$ cat src/rtl/dns_req_scheduler_pkg.sv
// Shared types and widths for the DNS request scheduler.
//   ADDR_W / IP_W      : web address and resolved IP widths
//   dns_sched_state_t  : scheduler FSM states
//   dns_resp_t         : one captured response record
package dns_pkg;

   localparam int unsigned ADDR_W = 8;
   localparam int unsigned IP_W   = 8;

   typedef enum logic [1:0] {
      IDLE,
      ISSUE,
      WAIT,
      DONE
   } dns_sched_state_t;

   typedef struct packed {
      logic [ADDR_W-1:0] addr;
      logic [IP_W-1:0]   ip;
      logic              ok;
      logic              timeout;
      logic [7:0]        cycles;
   } dns_resp_t;

endpackage

$ cat src/rtl/dns_req_fifo.sv
// Circular request FIFO with wrapping pointers and an occupancy count.
//   clk, rst   : clock, synchronous active-low reset
//   push       : write push_data when not full
//   pop        : drop the head entry when not empty
//   push_data  : entry to write
//   pop_data   : current head entry
//   full/empty : derived from the registered count
//   count      : occupancy, 0..DEPTH
module dns_req_fifo
   import dns_pkg::*;
#(
   parameter int unsigned DEPTH = 4,
   parameter int unsigned W     = ADDR_W
) (
   input  logic                     clk,
   input  logic                     rst,
   input  logic                     push,
   input  logic                     pop,
   input  logic [W-1:0]             push_data,
   output logic [W-1:0]             pop_data,
   output logic                     full,
   output logic                     empty,
   output logic [$clog2(DEPTH):0]   count
);

   localparam int unsigned PW = $clog2(DEPTH);

   logic [W-1:0]  mem_q [DEPTH];
   logic [PW-1:0] wptr_q;
   logic [PW-1:0] rptr_q;
   logic [PW:0]   count_q;
   logic          push_ok;
   logic          pop_ok;

   assign full     = (count_q == (PW+1)'(DEPTH));
   assign empty    = (count_q == '0);
   assign count    = count_q;
   assign pop_data = mem_q[rptr_q];
   assign push_ok  = push && !full;
   assign pop_ok   = pop && !empty;

   always_ff @(posedge clk) begin
      if (!rst) begin
         wptr_q  <= '0;
         rptr_q  <= '0;
         count_q <= '0;
      end else begin
         // DEPTH is a power of two, so pointers wrap by natural overflow
         if (push_ok) wptr_q <= wptr_q + 1'b1;
         if (pop_ok)  rptr_q <= rptr_q + 1'b1;
         case ({push_ok, pop_ok})
            2'b10:   count_q <= count_q + 1'b1;
            2'b01:   count_q <= count_q - 1'b1;
            default: count_q <= count_q;
         endcase
      end
   end

   always_ff @(posedge clk) begin
      if (push_ok) mem_q[wptr_q] <= push_data;
   end

endmodule

$ cat src/rtl/dns_req_scheduler.sv
// Queues lookup requests and issues them one at a time to DNSLookup.
//   clk, rst                  : clock, synchronous active-low reset
//   enq_valid/enq_addr        : request input; enq_ready = FIFO not full
//   client_req/web_addr       : one-cycle request pulse with held address
//   client_res/ip_resolved/web_ip : DNSLookup completion inputs
//   resp_valid + resp_*       : one response record per request, FIFO order
//   pending                   : FIFO occupancy
module dns_req_scheduler
   import dns_pkg::*;
#(
   parameter int unsigned DEPTH   = 4,
   parameter int unsigned TIMEOUT = 200
) (
   input  logic                   clk,
   input  logic                   rst,
   input  logic                   enq_valid,
   input  logic [ADDR_W-1:0]      enq_addr,
   output logic                   enq_ready,
   output logic                   client_req,
   output logic [ADDR_W-1:0]      web_addr,
   input  logic                   client_res,
   input  logic                   ip_resolved,
   input  logic [IP_W-1:0]        web_ip,
   output logic                   resp_valid,
   output logic [ADDR_W-1:0]      resp_addr,
   output logic [IP_W-1:0]        resp_ip,
   output logic                   resp_ok,
   output logic                   resp_timeout,
   output logic [7:0]             resp_cycles,
   output logic [$clog2(DEPTH):0] pending
);

   dns_sched_state_t  state_q;
   logic [7:0]        wait_cnt_q;
   logic [ADDR_W-1:0] web_addr_q;
   logic              client_req_q;
   logic              resp_valid_q;
   dns_resp_t         resp_q;

   logic [ADDR_W-1:0] head;
   logic              full;
   logic              empty;
   logic              timeout_hit;
   logic              pop;

   assign timeout_hit = (wait_cnt_q == 8'(TIMEOUT - 1));
   // The head is retired on the edge that leaves WAIT, whichever way it ends
   assign pop         = (state_q == WAIT) && (client_res || timeout_hit);

   dns_req_fifo #(
      .DEPTH (DEPTH),
      .W     (ADDR_W)
   ) u_fifo (
      .clk       (clk),
      .rst       (rst),
      .push      (enq_valid),
      .pop       (pop),
      .push_data (enq_addr),
      .pop_data  (head),
      .full      (full),
      .empty     (empty),
      .count     (pending)
   );

   always_ff @(posedge clk) begin
      if (!rst) begin
         state_q      <= IDLE;
         wait_cnt_q   <= '0;
         web_addr_q   <= '0;
         client_req_q <= 1'b0;
         resp_valid_q <= 1'b0;
         resp_q       <= '0;
      end else begin
         client_req_q <= 1'b0;
         resp_valid_q <= 1'b0;
         case (state_q)
            IDLE: begin
               if (!empty) begin
                  web_addr_q   <= head;
                  wait_cnt_q   <= '0;
                  client_req_q <= 1'b1;
                  state_q      <= ISSUE;
               end
            end
            ISSUE: state_q <= WAIT;
            WAIT: begin
               wait_cnt_q <= wait_cnt_q + 8'd1;
               // A completion on the timeout cycle takes priority
               if (client_res) begin
                  resp_q.addr    <= web_addr_q;
                  resp_q.ip      <= ip_resolved ? web_ip : '0;
                  resp_q.ok      <= ip_resolved;
                  resp_q.timeout <= 1'b0;
                  resp_q.cycles  <= wait_cnt_q + 8'd1;
                  resp_valid_q   <= 1'b1;
                  state_q        <= DONE;
               end else if (timeout_hit) begin
                  resp_q.addr    <= web_addr_q;
                  resp_q.ip      <= '0;
                  resp_q.ok      <= 1'b0;
                  resp_q.timeout <= 1'b1;
                  resp_q.cycles  <= 8'(TIMEOUT);
                  resp_valid_q   <= 1'b1;
                  state_q        <= DONE;
               end
            end
            DONE:    state_q <= IDLE;
            default: state_q <= IDLE;
         endcase
      end
   end

   assign enq_ready    = !full;
   assign client_req   = client_req_q;
   assign web_addr     = web_addr_q;
   assign resp_valid   = resp_valid_q;
   assign resp_addr    = resp_q.addr;
   assign resp_ip      = resp_q.ip;
   assign resp_ok      = resp_q.ok;
   assign resp_timeout = resp_q.timeout;
   assign resp_cycles  = resp_q.cycles;

endmodule

$ cat config.mk
export PLATFORM = sky130hd
export DESIGN_NAME = dns_req_scheduler
export DESIGN_NICKNAME = d
export VERILOG_FILES = /design/src/rtl/dns_req_scheduler_pkg.sv /design/src/rtl/dns_req_fifo.sv /design/src/rtl/dns_req_scheduler.sv
export SDC_FILE = /design/constraint.sdc
export NUM_CORES = 1
export LEC_CHECK = 0
export ABC_AREA = 1
export CAP_MARGIN = 20
export CORE_AREA = 2 2 86 88
export DETAILED_ROUTE_END_ITERATION = 8
export DIE_AREA = 0 0 88 90
export GPL_ROUTABILITY_DRIVEN = 0
export PLACE_DENSITY = 0.77
export SLEW_MARGIN = 20
export SYNTH_ARGS = -nofsm -noshare
export SYNTH_HDL_FRONTEND = slang
export SYNTH_SLANG_ARGS = --single-unit
$ cat constraint.sdc
create_clock -name clk -period 3.3 [get_ports clk]
set_clock_uncertainty 0.1 [all_clocks]
set_input_delay 0.33 -clock clk [delete_from_list [all_inputs] [get_ports clk]]
set_output_delay 0.33 -clock clk [all_outputs]
set_load 0.02 [all_outputs]
# Word level (Yosys, flattened, before mapping)
# Memories as Yosys holds them, arrays and structs flattened. A register that Yosys moved wholly into a read port is not among the register bits.
# Index checks and enable logic that the tools add are counted.
[word_totals]
inputBits = 21
ram_bits = 32
out_inout_bits = 40
mem_count = 1
wordCells = 61
register_bits = 45
[op_classes]
n_addsub = 5
n_bitwise = 1
n_eq_ne = 9
mux = 15
reduce_logical = 18
[mem_list]
columns = ["name", "words", "word_bits", "read_ports", "rd_clocked_by_memory_dff", "write_ports", "line", "rtl"]
rows = [
  ["u_fifo.mem_q", 4, 8, 1, 1, 1, "dns_req_fifo.sv:28", "logic [W-1:0] mem_q [DEPTH];"],
]
[op_table]
columns = ["cell", "n"]
rows = [
  ["two-way mux 26 bit", 2],
  ["two-way mux 8 bit", 2],
  ["case mux 8 bit (2 select lines)", 1],
  ["AND reduction 2 bit", 6],
  ["adder 8 x 1 -> 8 bit, second input constant", 1],
  ["equality test 8 bit, second input constant", 1],
  ["case mux 2 bit (4 select lines)", 1],
  ["equality test 2 bit, second input constant", 3],
  ["two-way mux 2 bit", 3],
  ["case mux 3 bit (2 select lines)", 1],
  ["nonzero test 2 bit", 3],
  ["two-way mux 1 bit", 5],
  ["adder 2 x 1 -> 2 bit, second input constant", 2],
  ["equality test 2 x 1 -> 1 bit, second input constant", 2],
  ["adder 3 x 1 -> 3 bit, second input constant", 1],
  ["equality test 3 bit, second input constant", 1],
  ["logical AND 1 bit", 3],
  ["zero test 1 bit", 3],
  ["zero test 3 bit", 1],
  ["!= test 3 bit, second input constant", 1],
  ["subtractor 3 x 1 -> 3 bit, second input constant", 1],
  ["zero test 2 bit", 1],
  ["!= test 2 bit, second input constant", 1],
  ["logical OR 1 bit", 1],
  ["inverter 1 bit", 1],
]

# Longest topological paths before layout
[logic_depth]
depth_word = 6
ltp_mapped = 15
mapped_depth_nobuf = 14

# Modules after synthesis
# A second synthesis with hierarchy kept.
[unflattened]
hier_cells = 406
area_unflattened_um2 = 3629.7
[modules_own_cells]
columns = ["mod", "area_per_inst_um2", "n_inst", "cells_each", "seq_area_each_um2"]
rows = [
  ["dns_req_scheduler", 1938.1, 1, 260, 920.9],
  ["dns_req_fifo", 1691.6, 1, 146, 1141.1],
]

# Least setup slack after synthesis
# Ideal clock, no wire load.
[synth_path]
kind = "reg-to-reg"
startpoint = "reg wait_cnt_q[1]"
endpoint = "reg u_fifo.count_q[2], in the netlist u_fifo.count[2]"
period_less_slack_ns = 2.278
path_buffers = 1
required_time_ns = 3.078
setup_time_ns = 0.122
path_stages_with_launch = 16
t_arrival_ns = 2.056
path_slack_ns = 1.022
cell_sequence = "dfxtp_1 -> ha_1 -> nand2_1 -> nor2_1 -> nand2_2 -> nand2_4 -> buf_6 -> nand3_2 -> inv_1 -> ha_1 -> inv_1 -> fa_1 -> a21oi_1 -> o21ai_0 -> o21ai_0 -> a21oi_1"
[synth_via]
elab_chain_len = 6
elab_cells_between_ends = 8
classes_between = "3 x eq/ne; 1 x mux; 4 x reduce/logical"
[synth_lines]
columns = ["element", "line", "rtl"]
rows = [
  ["start: declaration", "dns_req_scheduler.sv:34", "logic [7:0] wait_cnt_q;"],
  ["start signal: assignment", "dns_req_scheduler.sv:87", "wait_cnt_q <= wait_cnt_q + 8'd1;"],
  ["equality test 8 bit (*)", "dns_req_scheduler.sv:46", "assign timeout_hit = (wait_cnt_q == 8'(TIMEOUT - 1));"],
  ["logical OR 1 bit (*)", "dns_req_scheduler.sv:48", "assign pop = (state_q == WAIT) && (client_res || timeout_hit);"],
  ["logical AND 1 bit (*)", "dns_req_scheduler.sv:48", ""],
  ["logical AND 1 bit (*)", "dns_req_fifo.sv:40", "assign pop_ok = pop && !empty;"],
  ["net u_fifo.pop_ok", "dns_req_fifo.sv:33", "logic pop_ok;"],
  ["equality test 2 x 1 -> 1 bit / equality test 2 bit (equally long branches)", "dns_req_fifo.sv:51", "case ({push_ok, pop_ok})"],
  ["case mux 3 bit (2 select lines) / nonzero test 2 bit (equally long branches)", "n/a", ""],
  ["end signal: assignment", "dns_req_fifo.sv:52", "2'b10: count_q <= count_q + 1'b1;"],
  ["end signal: assignment", "dns_req_fifo.sv:53", "2'b01: count_q <= count_q - 1'b1;"],
  ["end signal: assignment", "dns_req_fifo.sv:54", "default: count_q <= count_q;"],
  ["end: declaration", "dns_req_fifo.sv:31", "logic [PW:0] count_q;"],
]
# Mark *: on every way through the listed nets, which the timed path passes. The rest lies on a longest branch.
# A chain may end at the register's enable or synchronous reset.

# Final worst setup path
# Ends and elaborated chain as after synthesis.

==> run metrics <==
antenna cells 0; area grow syn2layout 24.5%; Mapped Cells 385; fin nets approximately 480; largest net degree at the start of global routing 28; Pins Over Slew Limit 0; Syn. warnings 0; Root Driver clkbuf_8; post_cts resized 0; num rows 31; CP arrival 2.63 ns; total power 2970 uW; number of vias per cell 5.05; Hold Crit Class reg -> reg; die area 0.00792 mm2; Mapped Area 0.00356 mm2; hold violation count in the final report 0; Max-Cap Viols 0; CTS sink count 85; post-DP HPWL 5290 um; total length of routed wires 7670 um; number of remaining DRC errors 0; worst setup margin 0.822 ns; Tcrit/Tclk final 0.751; register area share after synthesis 0.568; maximum vdd ir drop 0.362 mV; status finished clean; first-pass GRT wire length ~13000 um; Peak Freq 404 MHz; vias in the first global route ~2600; # hold bufs at CTS 0; Core Region 0.00702 mm2; post-synth cell types 30; Overall Global Routing Usage 0.203; clk_lat worst skew 0.36 ns; post-synth net total 416; placed instance area roughly 0.0042 mm2; syn avg cell area roughly 9.2 um2; Slew HR 0.452; IO Pins 61; async set or reset register ratio after synthesis 0; Synth top area share 0.298; Post-DRT Antenna Nets 0; TritonCTS clock tree built; capturing element type of the critical path flop; Synth area leaders dfxtp_1 30%, edfxtp_1 27%, nand2_1 6.2%; Final Setup Violations 0; clk slew on worst S/H paths 0.09 ns; Vias 2780; remaining global-route overflow 0; 1st-iter DRT viols 168; Least-Margin Pin Slew between 0.8 and 0.9 ns; Post-synth top cells 59 x nand2_1, 53 x dfxtp_1, 50 x nor2_1, 35 x o21ai_0, 32 x edfxtp_1; data required time of the worst path 3.45 ns; fraction of layout cells with a size suffix above 1 0.109; Finished Cell Area roughly 0.0044 mm2; Pwr Density 670 mW/mm2; # H-tree levels 3; Synth area leader dfxtp_1; total CTS buffers 9; Pleak 0.00163 uW; initial cell density of the core 0.507; Sum Neg Setup Slack 0 ns; critical path launch point type flop; top-count cell post-synth nand2_1; Synth Flop Type dfxtp_1; initial antenna violation count 0; Die Y 90 um; WL/cell roughly 14 um; worst slack at placement ~0.7 ns; Die W just under 90 um; postcts setup bufs 0; EDFF count, synth 32; Max Buffers Root-to-Sink 2; worst-path maximum fanout 13; crit path kind reg -> reg; input/output buffers 60; RSZ-0062 raised after global routing no; Seq cells post-synth 85; post-layout min period around 2.5 ns; drt first pass iters 4
==> path summary, 6_finish.rpt <==
check | start | endpoint | slack (ns) | depth (start not counted)
setup / recovery | wait_cnt_q[1] | u_fifo.count[2] | 0.82 | 14
hold / removal | resp_addr[0] | resp_addr[0] | 0.36 | 2
setup reg to reg | wait_cnt_q[1] | u_fifo.count[2] | 0.82 | 14
hold reg to reg | resp_addr[0] | resp_addr[0] | 0.36 | 2
==> layout by cell type, fill, tap and decap left out, drive strengths merged, types with 4 or more instances in the layout <==
master,count
buf,4
ha,9
inv,34
o21ai,40
dfxtp,53
edfxtp,32
nor2,51
clkdlybuf4s50,60
a21oi,40
o22ai,7
clkbuf,13
nand2,74
nand3,24
==> report_power, final <==
group	leakage (uW)	switching, uW	total [uW]	internal (uW)
clock	0.000111	363	802	439
combinational	0.000793	525	842	317
sequential	0.000725	100	1320	1220
total	0.00163	989	2970	1980
==> critical path, cell delays in order, from the launching register on <==
cell	delay [ns]
dfxtp_1	0.38
ha_1	0.18
nand2_1	0.08
nor2_1	0.16
nand2_2	0.10
nand2_4	0.15
nand3_2	0.09
inv_1	0.07
ha_1	0.13
inv_1	0.07
fa_1	0.37
a21oi_1	0.14
o21ai_0	0.11
o21ai_0	0.16
a21oi_1	0.06
==> cell type report <==
type / instances / area [um2]
Clock buffer: 13 / 181
Clock inverter: 3 / 38.8
Fill cell: 579 / 2590
Inverter: 35 / 131
Multi-Input combinational cell: 251 / 1300
Sequential cell: 85 / 2020
Tap cell: 99 / 124
Timing Repair Buffer: 64 / 631
==> layer usage <==
metal | wire (um) | part of all wire | GRT usage | vias to the layer above
met5 | 0 | 0 | 0 | -
li1 | - | - | - | 1403
met1 | 3310 | 0.43 | 0.254 | 1284
met2 | 3770 | 0.49 | 0.348 | 83
met3 | 481 | 0.063 | 0.0358 | 10
met4 | 103 | 0.013 | 0.0731 | 0
==> registers in the layout, indices dropped and copies added, names as in the netlist, 2 cells and up <==
name,count
resp_addr,8
resp_cycles,8
resp_ip,8
state_q,2
u_fifo.count,3
u_fifo.mem_q,32
u_fifo.rptr_q,2
u_fifo.wptr_q,2
wait_cnt_q,8
web_addr,8
==> logic make-up (layout without fill, tap and decap cells) <==
kind of cell	after synthesis	after routing	share of synthesized area
AND/OR/NAND/NOR	152	152	0.187
AO/OA/AOI/OAI	88	88	0.140
flip-flops	85	85	0.568
buffers and inverters	49	115	0.0657
adder cells (fa/ha/maj)	10	10	0.0373
XOR/XNOR	1	1	0.00246
==> per-stage QoR <==
step	hold slack, ns	cells	utilization
global placement	0.349	534	0.600
detailed placement	0.354	534	0.600
global route	0.384	550	0.631
CTS	0.365	550	0.631
finish	0.361	550	0.631
floorplan	0.329	385	-
Power figures use the tool's default switching activity.
